### src/rtl/mem_access_pkg.sv
// Shared encodings for the MEM-stage load/store controller: access sizes,
// FSM states and the address-width helper.
package mem_access_pkg;

  localparam logic [1:0] SIZE_BYTE = 2'b00;
  localparam logic [1:0] SIZE_HALF = 2'b01;
  localparam logic [1:0] SIZE_RSVD = 2'b10;
  localparam logic [1:0] SIZE_WORD = 2'b11;

  typedef enum logic {
    IDLE      = 1'b0,
    RMW_WRITE = 1'b1
  } state_e;

  function automatic int clogb2(input int depth);
    int r;
    r = 0;
    for (int i = 0; i < 32; i++) begin
      if ((1 << r) < depth) r = r + 1;
    end
    return r;
  endfunction

endpackage

### src/rtl/mem_access_unit_load_align.sv
// Byte-lane extractor: picks the addressed byte/half out of a RAM word and
// extends it; the lane mask tells the store path which bits a sub-word write owns.
module load_align
  import mem_access_pkg::*;
(
  input  logic [31:0] i_word,
  input  logic [1:0]  i_offset,
  input  logic [1:0]  i_size,
  input  logic        i_unsigned,
  output logic [31:0] o_data,
  output logic [31:0] o_lane_mask
);

  logic [31:0] shifted;

  always_comb begin
    shifted     = i_word >> {i_offset, 3'b000};
    o_data      = i_word;
    o_lane_mask = '1;
    case (i_size)
      SIZE_BYTE: begin
        o_data      = {{24{~i_unsigned & shifted[7]}}, shifted[7:0]};
        o_lane_mask = 32'h0000_00FF << {i_offset, 3'b000};
      end
      SIZE_HALF: begin
        o_data      = {{16{~i_unsigned & shifted[15]}}, shifted[15:0]};
        o_lane_mask = 32'h0000_FFFF << {i_offset[1], 4'b0000};
      end
      default: begin
        o_data      = i_word;
        o_lane_mask = '1;
      end
    endcase
  end

endmodule

### src/rtl/mem_access_unit.sv
// MEM-stage load/store controller in front of a single-port word RAM that
// reads/writes on the falling edge; sub-word stores become a 2-cycle read-modify-write.
module mem_access_unit
  import mem_access_pkg::*;
#(
  parameter int RAM_WIDTH = 32,
  parameter int RAM_DEPTH = 1024,
  localparam int ADDR_W   = clogb2(RAM_DEPTH)
) (
  input  logic                 i_clk,
  input  logic                 i_reset,
  input  logic                 i_valid,
  input  logic                 i_mem_read,
  input  logic                 i_mem_write,
  input  logic [1:0]           i_size,
  input  logic                 i_unsigned,
  input  logic [31:0]          i_addr,
  input  logic [RAM_WIDTH-1:0] i_wdata,
  input  logic [RAM_WIDTH-1:0] i_mem_rdata,
  output logic [ADDR_W-1:0]    o_mem_addr,
  output logic [RAM_WIDTH-1:0] o_mem_wdata,
  output logic                 o_mem_we,
  output logic                 o_stall,
  output logic [RAM_WIDTH-1:0] o_rdata,
  output logic                 o_rdata_valid,
  output logic                 o_fault
);

  state_e      state_q;
  logic [31:0] merge_q;
  logic [31:0] merge_d;
  logic [31:0] rdata_q;
  logic        rdata_valid_q;
  logic        fault_q;

  logic        is_req, illegal, legal;
  logic        do_load, do_wstore, do_sstore, in_idle;
  logic [31:0] aligned, lane_mask, wdata_rep;
  logic        unused_addr_bits;

  // Address bits above the RAM depth are deliberately dropped so accesses wrap.
  assign unused_addr_bits = ^i_addr[31:ADDR_W+2];

  assign is_req  = i_valid & (i_mem_read | i_mem_write);
  assign illegal = (i_mem_read & i_mem_write)
                 | (i_size == SIZE_RSVD)
                 | ((i_size == SIZE_HALF) & i_addr[0])
                 | ((i_size == SIZE_WORD) & (i_addr[1:0] != 2'b00));
  assign legal     = is_req & ~illegal;
  assign do_load   = legal & i_mem_read;
  assign do_wstore = legal & i_mem_write & (i_size == SIZE_WORD);
  assign do_sstore = legal & i_mem_write & (i_size != SIZE_WORD);
  assign in_idle   = (state_q == IDLE);

  load_align u_align (
    .i_word      (i_mem_rdata),
    .i_offset    (i_addr[1:0]),
    .i_size      (i_size),
    .i_unsigned  (i_unsigned),
    .o_data      (aligned),
    .o_lane_mask (lane_mask)
  );

  assign wdata_rep = (i_size == SIZE_BYTE) ? {4{i_wdata[7:0]}} : {2{i_wdata[15:0]}};
  assign merge_d   = (i_mem_rdata & ~lane_mask) | (wdata_rep & lane_mask);

  // Reset gates the strobes directly so an in-flight RMW write is dropped at once.
  assign o_mem_addr  = i_addr[ADDR_W+1:2];
  assign o_mem_wdata = (state_q == RMW_WRITE) ? merge_q : i_wdata;
  assign o_mem_we    = ~i_reset & ((in_idle & do_wstore) | (state_q == RMW_WRITE));
  assign o_stall     = ~i_reset & in_idle & do_sstore;

  always_ff @(posedge i_clk or posedge i_reset) begin
    if (i_reset) begin
      state_q       <= IDLE;
      merge_q       <= '0;
      rdata_q       <= '0;
      rdata_valid_q <= 1'b0;
      fault_q       <= 1'b0;
    end else begin
      rdata_valid_q <= 1'b0;
      fault_q       <= 1'b0;
      case (state_q)
        IDLE: begin
          if (is_req & illegal) begin
            fault_q <= 1'b1;
          end else if (do_load) begin
            rdata_q       <= aligned;
            rdata_valid_q <= 1'b1;
          end else if (do_sstore) begin
            merge_q <= merge_d;
            state_q <= RMW_WRITE;
          end
        end
        RMW_WRITE: state_q <= IDLE;
        default:   state_q <= IDLE;
      endcase
    end
  end

  assign o_rdata       = rdata_q;
  assign o_rdata_valid = rdata_valid_q;
  assign o_fault       = fault_q;

endmodule

### config.mk
export PLATFORM = sky130hd
export DESIGN_NAME = mem_access_unit
export DESIGN_NICKNAME = d
export VERILOG_FILES = /design/src/rtl/mem_access_pkg.sv /design/src/rtl/mem_access_unit_load_align.sv /design/src/rtl/mem_access_unit.sv
export SDC_FILE = /design/constraint.sdc
export NUM_CORES = 1
export LEC_CHECK = 0
export ABC_AREA = 1
export CORE_MARGIN = 3
export CORE_UTILIZATION = 40
export DETAILED_ROUTE_END_ITERATION = 10
export PLACE_DENSITY = 0.81
export RECOVER_POWER = 25
export SLEW_MARGIN = 20
export SYNTH_ARGS = -nofsm -noshare
export SYNTH_HDL_FRONTEND = slang
export SYNTH_HIERARCHICAL = 1
export SYNTH_SLANG_ARGS = --single-unit
export TNS_END_PERCENT = 50
### constraint.sdc
create_clock -name i_clk -period 2.1 [get_ports i_clk]
set_clock_uncertainty 0.1 [all_clocks]
set_input_delay 0.315 -clock i_clk [delete_from_list [all_inputs] [get_ports i_clk]]
set_output_delay 0.315 -clock i_clk [all_outputs]
set_load 0.01 [all_outputs]
==> results of run 1 <==
flip-flops by register name (all words and copies together), names as in the netlist:
name           cells
o_fault            1
o_rdata_valid      1
o_rdata           32
merge_q           32
state_q            1
critical path: stages, from the launching register on:
cell	delay [ns]
dfrtp_2	0.45
inv_4	0.10
buf_8	0.15
nand2_1	0.05
nand2_1	0.05
clkdlybuf4s50_1	0.52
what timing repair did:
item,in CTS,in global routing
setup endpoints to repair,35,23
gates cloned,1,0
resized for setup,27,24
setup buffers,0,1
pin swaps,0,1
placed cells by master, fill, tap and decap left out, types with 2 or more instances in the layout:
master	count
a21oi_1	32
buf_12	8
buf_4	36
clkbuf_16	9
clkbuf_8	2
clkdlybuf4s50_1	101
clkinv_2	2
clkinvlp_4	2
dfrtp_1	66
dlygate4sd2_1	15
dlymetal6s2s_1	22
inv_1	20
inv_2	4
nand2_1	354
nand2_2	2
nand3_1	76
nand3_2	2
nor2_1	51
nor2_2	3
nor2_4	2
o21ai_0	22
o21ai_1	2
synthesized netlist by cell type, drive strengths merged:
cell / number / share of area, %
nand2: 356 / 29
nor3: 1 / 0.11
o21ai: 24 / 2.6
nand3: 78 / 8.8
dfrtp: 67 / 37
clkbuf: 11 / 0.91
inv: 25 / 2.1
buf: 61 / 9.6
a21oi: 33 / 3.6
nor2: 56 / 5.1
nor4: 1 / 0.14
nand4: 2 / 0.41
a31oi: 1 / 0.14
clkinv: 1 / 0.082
path summary, 6_finish.rpt:
kind,to,slack (ns),depth (start not counted)
setup / recovery,o_mem_wdata[16],0.04,5
hold / removal,o_fault$_DFF_PP0_,0.25,2
setup reg to reg,o_rdata[19]$_DFFE_PP0P_,0.66,7
hold reg to reg,merge_q[11]$_DFFE_PP0P_,0.37,2
max in group asynchronous,state_q$_DFF_PP0_,0.55,3
min in group i_clk,merge_q[11]$_DFFE_PP0P_,0.37,2
report_power, final:
part           switching, W  internal (W)  leakage (nW)  total (W)
Sequential         0.000183       0.00161         0.852    0.00180
Clock              0.000567      0.000860         0.135    0.00143
Combinational      0.000691      0.000721          2.56    0.00141
cells by family after synthesis:
group | share of synthesized area, %
AOI/OAI and AO/OA | 6.413
DFF | 36.88
and+or+nand+nor | 44.04
buffers and inverters | 12.66
layout make-up:
cell class                      count  area (um^2)  share of cell area (%)
Antenna cell                        1        2.502                 0.03860
Tap cell                          140        175.2                   2.702
Inverter                           26        100.1                   1.544
Timing Repair Buffer              189         1946                   30.01
Multi-Input combinational cell    552         2300                   35.48
Clock buffer                       12        256.5                   3.957
Clock inverter                      4        25.02                  0.3860
Sequential cell                    67         1678                   25.88
routing by layer:
layer	up-vias	global-route usage, %	routed length (um)
met5	-	0	0
met4	0	8.093	304
met1	2221	30.63	6142
met2	255	36.02	6690
met3	29	4.690	1259
li1	2477	-	-
through the flow:
step / setup slack, ns / cell area (um^2)
final: 0.03934 / 6482
after global routing: -0.01810 / 6482
after CTS: -0.01443 / 6424
after detailed placement: -0.4471 / 6112
after global placement: -0.3483 / 6112
after floorplan: 0.001842 / 4546
==> results.yml, run 1 <==
run_status:
  status: "finished clean"
worst_setup_path:
  critical_path_class: "flip-flop to output port"
  arrival_ns: 1.65
  required_ns: 1.68
  r2r_start: "state_q$_DFF_PP0_"
  cp-startpoint: "state_q$_DFF_PP0_"
  critPathCaptureType: "output port"
  crit_fanout: 13
  start_kind: "flip-flop"
sta:
  setup_violations: 0
  fin_crit_sh_pct: 98.13
  finalHoldViolations: 0
  min_period_ns: 2.061
  slew_headroom_pct: 41.18
  setup_tns_ns: 0
  rsz0062_at_grt: "true"
  timing.fmax_mhz: 485.3
  max_slew.worst_pin.slew_ns: 0.8823
  whs_ns: 0.2452
  drv_slew: 0
die:
  rows: 38
  initial_core_util_pct: 41.39
  boundaryPins: 182
  die_x_um: 112.6
  core_area_um2: 10980
  die_h_um: 112.6
  die_area_um2: 12680
place:
  gp_congestion: 0.9589
  dp_cells: 972
  io_buffers: 141
  post-dp-hpwl_mm: 10.51
final_layout:
  stdcell_count: 991
  fin_nets: 949
  fin_util_pct: 59.02
  syn2layout_area_growth_pct: 42.61
  fill_cells: 1003
  drive_gt1_share_pct: 9.529
routing:
  drcViolationCount: 0
  vias: 4982
  drtPass1Iterations: 5
  wl_per_cell_um: 14.53
  antenna_left: 0
  drtIter0Drc: 358
  routed_wl_mm: 14.40
  via_per_inst: 5.027
clocking:
  cts_tree: "built"
  postCtsHoldBufs: 0
  clk_pin_slew_ns: 0.06
  tritoncts.num_buffers: 9
  cts_sinks: 67
  cts_root_buf: "clkbuf_16"
  clock_latency_ns: 0.32
  htreeDepth: 3
  clockBufferDepth: 2
global_routing:
  antenna_found_initial: 1
  globalRouteOverflowTotal: 0
  grt_pass1_wl_mm: 23.43
  grt_pass1_vias: 4745
  grt_use_total_pct: 22.67
  grt_max_degree: 67
hold_path:
  hold_class: "primary input to async pin"
yosys:
  ys_types: 24
  synthesis.nets: 821
  synth_cells: 717
  ys_ff_latch: 67
  synth_area_per_cell_um2: 6.340
  yosysWarnings: 6
  syn_area_um2: 4546
  synth.yosys.seq_area_share_pct: 36.88
pwr:
  powerDensity_nw_per_um2: 715.1
  leakagePower_nw: 3.544
  ir_drop_mv: 0.4727
  total_power_w: 0.004636
job:
  cap_violations: 0
(Power assumes the default switching activity.)
==> run 2: changes to the inputs <==
Settings changed: CORE_UTILIZATION 40 to 48, CTS_CLUSTER_DIAMETER set to 50, PLACE_DENSITY 0.81 to 0.91.
Clock period 2.1 ns to 2.6 ns, I/O delays scaled along.
==> run 2 against run 1 <==
Critical path depth grew 4; largest cell class unchanged; sequential cell count is the same; sequential share of layout area is 1.8 points higher; highest routed layer unchanged; die area decreased by 16%; clock power fell by 40%; combinational power shrank 20%; setup slack better by 0.045 ns; utilization increased by 8.5 points; via count is 2.3% higher; power shrank 26%; cell area is 6.5% lower; global-route usage is 5.0 points higher.
==> results.yml, run 2 (synthesis results as in run 1) <==
run_status:
  status: "finished clean"
global_routing:
  antenna_found_initial: 0
  grt_pass1_vias: 4800
  grt_pass1_wl_mm: 23.06
  grt_max_degree: 62
  grt_use_total_pct: 27.62
  globalRouteOverflowTotal: 0
place:
  pre_cts_ws_ns: -0.1429
  gp_congestion: 0.9060
  dp_cells: 940
  io_buffers: 141
  post-dp-hpwl_mm: 10.80
worst_setup_path:
  slowest_delay_ns: 0.50
  worstRegToRegCells: 7
  required_ns: 2.11
  worst-path-buf-inv: 3
  r2r_end: "o_rdata[12]$_DFFE_PP0P_"
  r2r_start: "state_q$_DFF_PP0_"
  critical_path_class: "primary input to output port"
  crit_chain: "clkdlybuf4s50_1, inv_1, nor2_1, nor2_1, nand3_1, nor2_2, nand3_1, a21oi_1, dlygate4sd2_1"
  r2r_setup_slack_ns: 0.70
  arrival_ns: 2.03
  crit_fanout: 4
  critPathTopFamily: "buffers and inverters"
  crit_slowest_cell: "clkdlybuf4s50_1"
  critPathCaptureType: "output port"
  cp.depth: 9
  start_kind: "primary input"
die:
  initial_core_util_pct: 50.64
  die_area_um2: 10670
  boundaryPins: 182
  die_x_um: 103.3
  die_h_um: 103.3
  core_area_um2: 8976
  rows: 34
sta:
  finalHoldViolations: 0
  fin_crit_sh_pct: 96.77
  max_slew.worst_pin.slew_ns: 1.370
  slew_headroom_pct: 8.658
  setup_violations: 0
  drv_slew: 0
  timing.fmax_mhz: 397.5
  setup_ws_ns: 0.08408
  rsz0062_at_grt: "false"
  min_period_ns: 2.516
  whs_ns: 0.3651
pwr:
  ir_drop_mv: 0.4062
  powerDensity_nw_per_um2: 569.0
  leakagePower_nw: 3.129
hold_path:
  hold_class: "primary input to async pin"
final_layout:
  fin_nets: 929
  final_common_cell: "nand2_1"
  stdcell_count: 956
  final_cell_mix: "nand2_1, clkdlybuf4s50_1, nand3_1"
  syn2layout_area_growth_pct: 33.31
  diodes: 0
  drive_gt1_share_pct: 6.627
clocking:
  cts_root_buf: "clkbuf_8"
  cts_tree: "built"
  clockBufferDepth: 2
  htreeDepth: 3
  cts_sinks: 67
  postCtsHoldBufs: 0
  tritoncts.num_buffers: 9
  clock_latency_ns: 0.34
  clk_pin_slew_ns: 0.07
  post_cts_buffers: 0
job:
  cap_violations: 0
routing:
  vias: 5096
  wl_per_cell_um: 15.18
  drcViolationCount: 0
  via_per_inst: 5.331
  routed_wl_mm: 14.51
  drtPass1Iterations: 6
  drtIter0Drc: 533
  antenna_left: 0
## run 2: cell count changes in the layout (fill, tap and decap cells not counted), sizes merged, moves of 2 or more
cell / delta
buf: -18
clkdlybuf4s50: +36
dlygate4sd2: -12
clkdlybuf4s15: -2
dlymetal6s2s: -22
## run 2: final cells by class
class,instances,area (um^2)
fill,771,2917
sequential,67,1677
clock buffer,14,152.6
tap,126,157.7
inverter,26,101.3
clock inverter,2,35.03
timing repair buffer,169,1640
multi-input combinational,552,2296
## run 2: layer usage
metal  share of wire [%]  track usage [%]  up-vias
li1                    -                -     2436
met1                  39            35.24     2316
met2                  48            46.18      294
met3                 9.1            5.366       50
met4                 3.2            11.16        0
met5                   0                0        -
## run 2: timing repair
item / 4_1_cts / 5_1_grt
endpoints found under the setup margin: 2 / 1
gates resized for setup: 3 / 1
pin swaps: 0 / 0
## run 2: worst max path at each step
| stage | start | end | slack (ns) |
|---|---|---|---|
| 3_5_place_dp | i_size[0] | o_mem_we | -0.14 |
| 3_3_place_gp | i_size[0] | o_mem_we | -0.008 |
| 5_1_grt | i_size[1] | o_mem_we | 0.005 |
| 4_1_cts | state_q$_DFF_PP0_ | o_mem_wdata[14] | 0.14 |
| 6_report | i_size[1] | o_mem_we | 0.08 |
| 2_1_floorplan | i_reset | merge_q[0]$_DFFE_PP0P_ | 0.43 |
## run 2: per-stage QoR
stage          cell area, um^2  setup TNS [ns]  power (W)  util (%)
2_1_floorplan             4546               0   0.002030         -
3_3_place_gp              5887        -0.01733   0.002553     65.58
3_5_place_dp              5887         -0.4094   0.002600     65.58
4_1_cts                   6071               0   0.003458     67.63
5_1_grt                   6060               0   0.003645     67.51
6_report                  6060               0   0.003448     67.51
## run 2: power by group
part	internal [W]	leakage (nW)	total, W	switching (W)
sequential	0.00130	0.854	0.00145	0.000153
clock	0.000470	0.0947	0.000862	0.000391
combinational	0.000566	2.18	0.00113	0.000566
total	0.00234	3.13	0.00345	0.00111
==> run 3: changes to the inputs <==
Settings changed: SKIP_LAST_GASP set to 1.
==> run 3 against run 2 <==
Cell area unchanged; count of clock-buffer cells in the layout stayed put; clock power hardly changed; wire length rose by 0.61%; die area is the same; setup slack improved by 0.0059 ns.
==> results.yml, run 3 (synthesis results as in run 1) <==
place:
  post-dp-hpwl_mm: 10.80
  io_buffers: 141
  gp_congestion: 0.9060
sta:
  rsz0062_at_grt: "true"
  slew_headroom_pct: 8.638
  finalHoldViolations: 0
  min_period_ns: 2.510
  setup_violations: 0
  timing.fmax_mhz: 398.4
  drv_slew: 0
  max_slew.worst_pin.slew_ns: 1.370
  whs_ns: 0.3657
  fin_crit_sh_pct: 96.54
final_layout:
  final_common_cell: "nand2_1"
  diodes: 0
  drive_gt1_share_pct: 6.506
  seq_area_um2: 1677
  fill_cells: 770
  syn2layout_area_growth_pct: 33.31
  final_cell_mix: "nand2_1, clkdlybuf4s50_1, nand3_1"
  fin_nets: 929
  multi_input_area_um2: 2296
worst_setup_path:
  required_ns: 2.11
  cp-startpoint: "i_size[1]"
  critPathCaptureType: "output port"
  crit_fanout: 4
  start_kind: "primary input"
  r2r_start: "state_q$_DFF_PP0_"
  critical_path_class: "primary input to output port"
  worstRegToRegCells: 7
  arrival_ns: 2.02
clocking:
  clock_latency_ns: 0.34
  clk_pin_slew_ns: 0.07
  tritoncts.num_buffers: 9
  clockBufferDepth: 2
  cts_tree: "built"
  post_cts_buffers: 0
  postCtsHoldBufs: 0
  htreeDepth: 3
  cts_sinks: 67
  cts_root_buf: "clkbuf_8"
routing:
  routed_wl_mm: 14.60
  vias: 5102
  antenna_left: 0
  drtIter0Drc: 510
  drtPass1Iterations: 7
  drcViolationCount: 0
  via_per_inst: 5.337
  wl_per_cell_um: 15.27
global_routing:
  antenna_found_initial: 0
  grt_pass1_vias: 4800
  grt_use_total_pct: 27.62
  globalRouteOverflowTotal: 0
  grt_pass1_wl_mm: 23.06
  grt_max_degree: 62
die:
  die_x_um: 103.3
  core_area_um2: 8976
  die_area_um2: 10670
  rows: 34
  die_h_um: 103.3
  initial_core_util_pct: 50.64
  boundaryPins: 182
pwr:
  power.internal_w: 0.002338
  leakagePower_nw: 3.142
  sw_frac_of_total_pct: 32.20
  p_seq_share_pct: 42.2
  powerDensity_nw_per_um2: 569.0
  power.switching_w: 0.001110
  clkPwrFrac_pct: 25.0
  ir_drop_mv: 0.4063
  total_power_w: 0.003448
  p_comb_share_pct: 32.9
job:
  cap_violations: 0
hold_path:
  hold_class: "primary input to async pin"
run_status:
  status: "finished clean"
## run 3: cell types whose count changed in the layout (fill, tap and decap cells not counted)
cell,before,now
dlymetal6s2s_1,0,1
clkinv_1,1,2
clkinvlp_4,1,0
dlygate4sd2_1,3,2
## run 3: through the flow
stage	TNS, ns	instances	instance area, um^2	setup slack, ns	utilization, %
finish	0	956	6060	0.08998	67.51
global route	-0.0009652	956	6060	-0.0009652	67.51
CTS	-0.08070	956	6072	-0.08070	67.65
detailed placement	-0.4094	940	5887	-0.1429	65.58
global placement	-0.01733	940	5887	-0.008459	65.58
floorplan	0	717	4546	0.4268	-
## run 3: layout make-up
type | count | share of cell area, %
clock inverter | 2 | 0.5782
clock buffer | 14 | 2.519
multi-input combinational | 552 | 37.89
timing repair buffer | 169 | 27.13
tap | 126 | 2.602
sequential | 67 | 27.67
inverter | 26 | 1.611
## run 3: critical path, cell delays in order
cell and delay, ns:
clkdlybuf4s50_1 0.50, inv_1 0.11, nor2_1 0.05, nor2_1 0.14
nand3_1 0.16, nor2_2 0.15, nand3_1 0.09, a21oi_1 0.13
dlygate4sd2_1 0.29
## run 3: final timing paths
check / endpoint / slack [ns]
min in group i_clk: merge_q[0]$_DFFE_PP0P_ / 0.37
worst min-delay path: o_fault$_DFF_PP0_ / 0.37
worst max register to register: o_rdata[0]$_DFFE_PP0P_ / 0.65
worst min register to register: merge_q[0]$_DFFE_PP0P_ / 0.37
max in group asynchronous: o_rdata[3]$_DFFE_PP0P_ / 0.41
worst max-delay path: o_mem_we / 0.09
## run 3: power groups by stage
| stage | Clock, W | Sequential, W | Combinational, W |
|---|---|---|---|
| global route | 0.000914 | 0.00148 | 0.00125 |
| finish | 0.000861 | 0.00145 | 0.00113 |
| CTS | 0.000867 | 0.00145 | 0.00114 |
| global placement | 0 | 0.00146 | 0.00110 |
| floorplan | 0 | 0.00149 | 0.000542 |
| detailed placement | 0 | 0.00147 | 0.00113 |
## run 3: what timing repair did
action | in CTS | in global routing
gates resized for setup | 2 | 1
setup endpoints to repair | 2 | 2
pin swaps | 0 | 0
## run 3: metal layers
layer	global-route usage, %	vias to the layer above	share of wire (%)	routed length (um)
li1	-	2436	-	-
met1	35.24	2317	39	5686
met2	46.18	301	49	7145
met3	5.366	48	9.4	1375
met4	11.16	0	2.7	395
met5	0	-	0	0
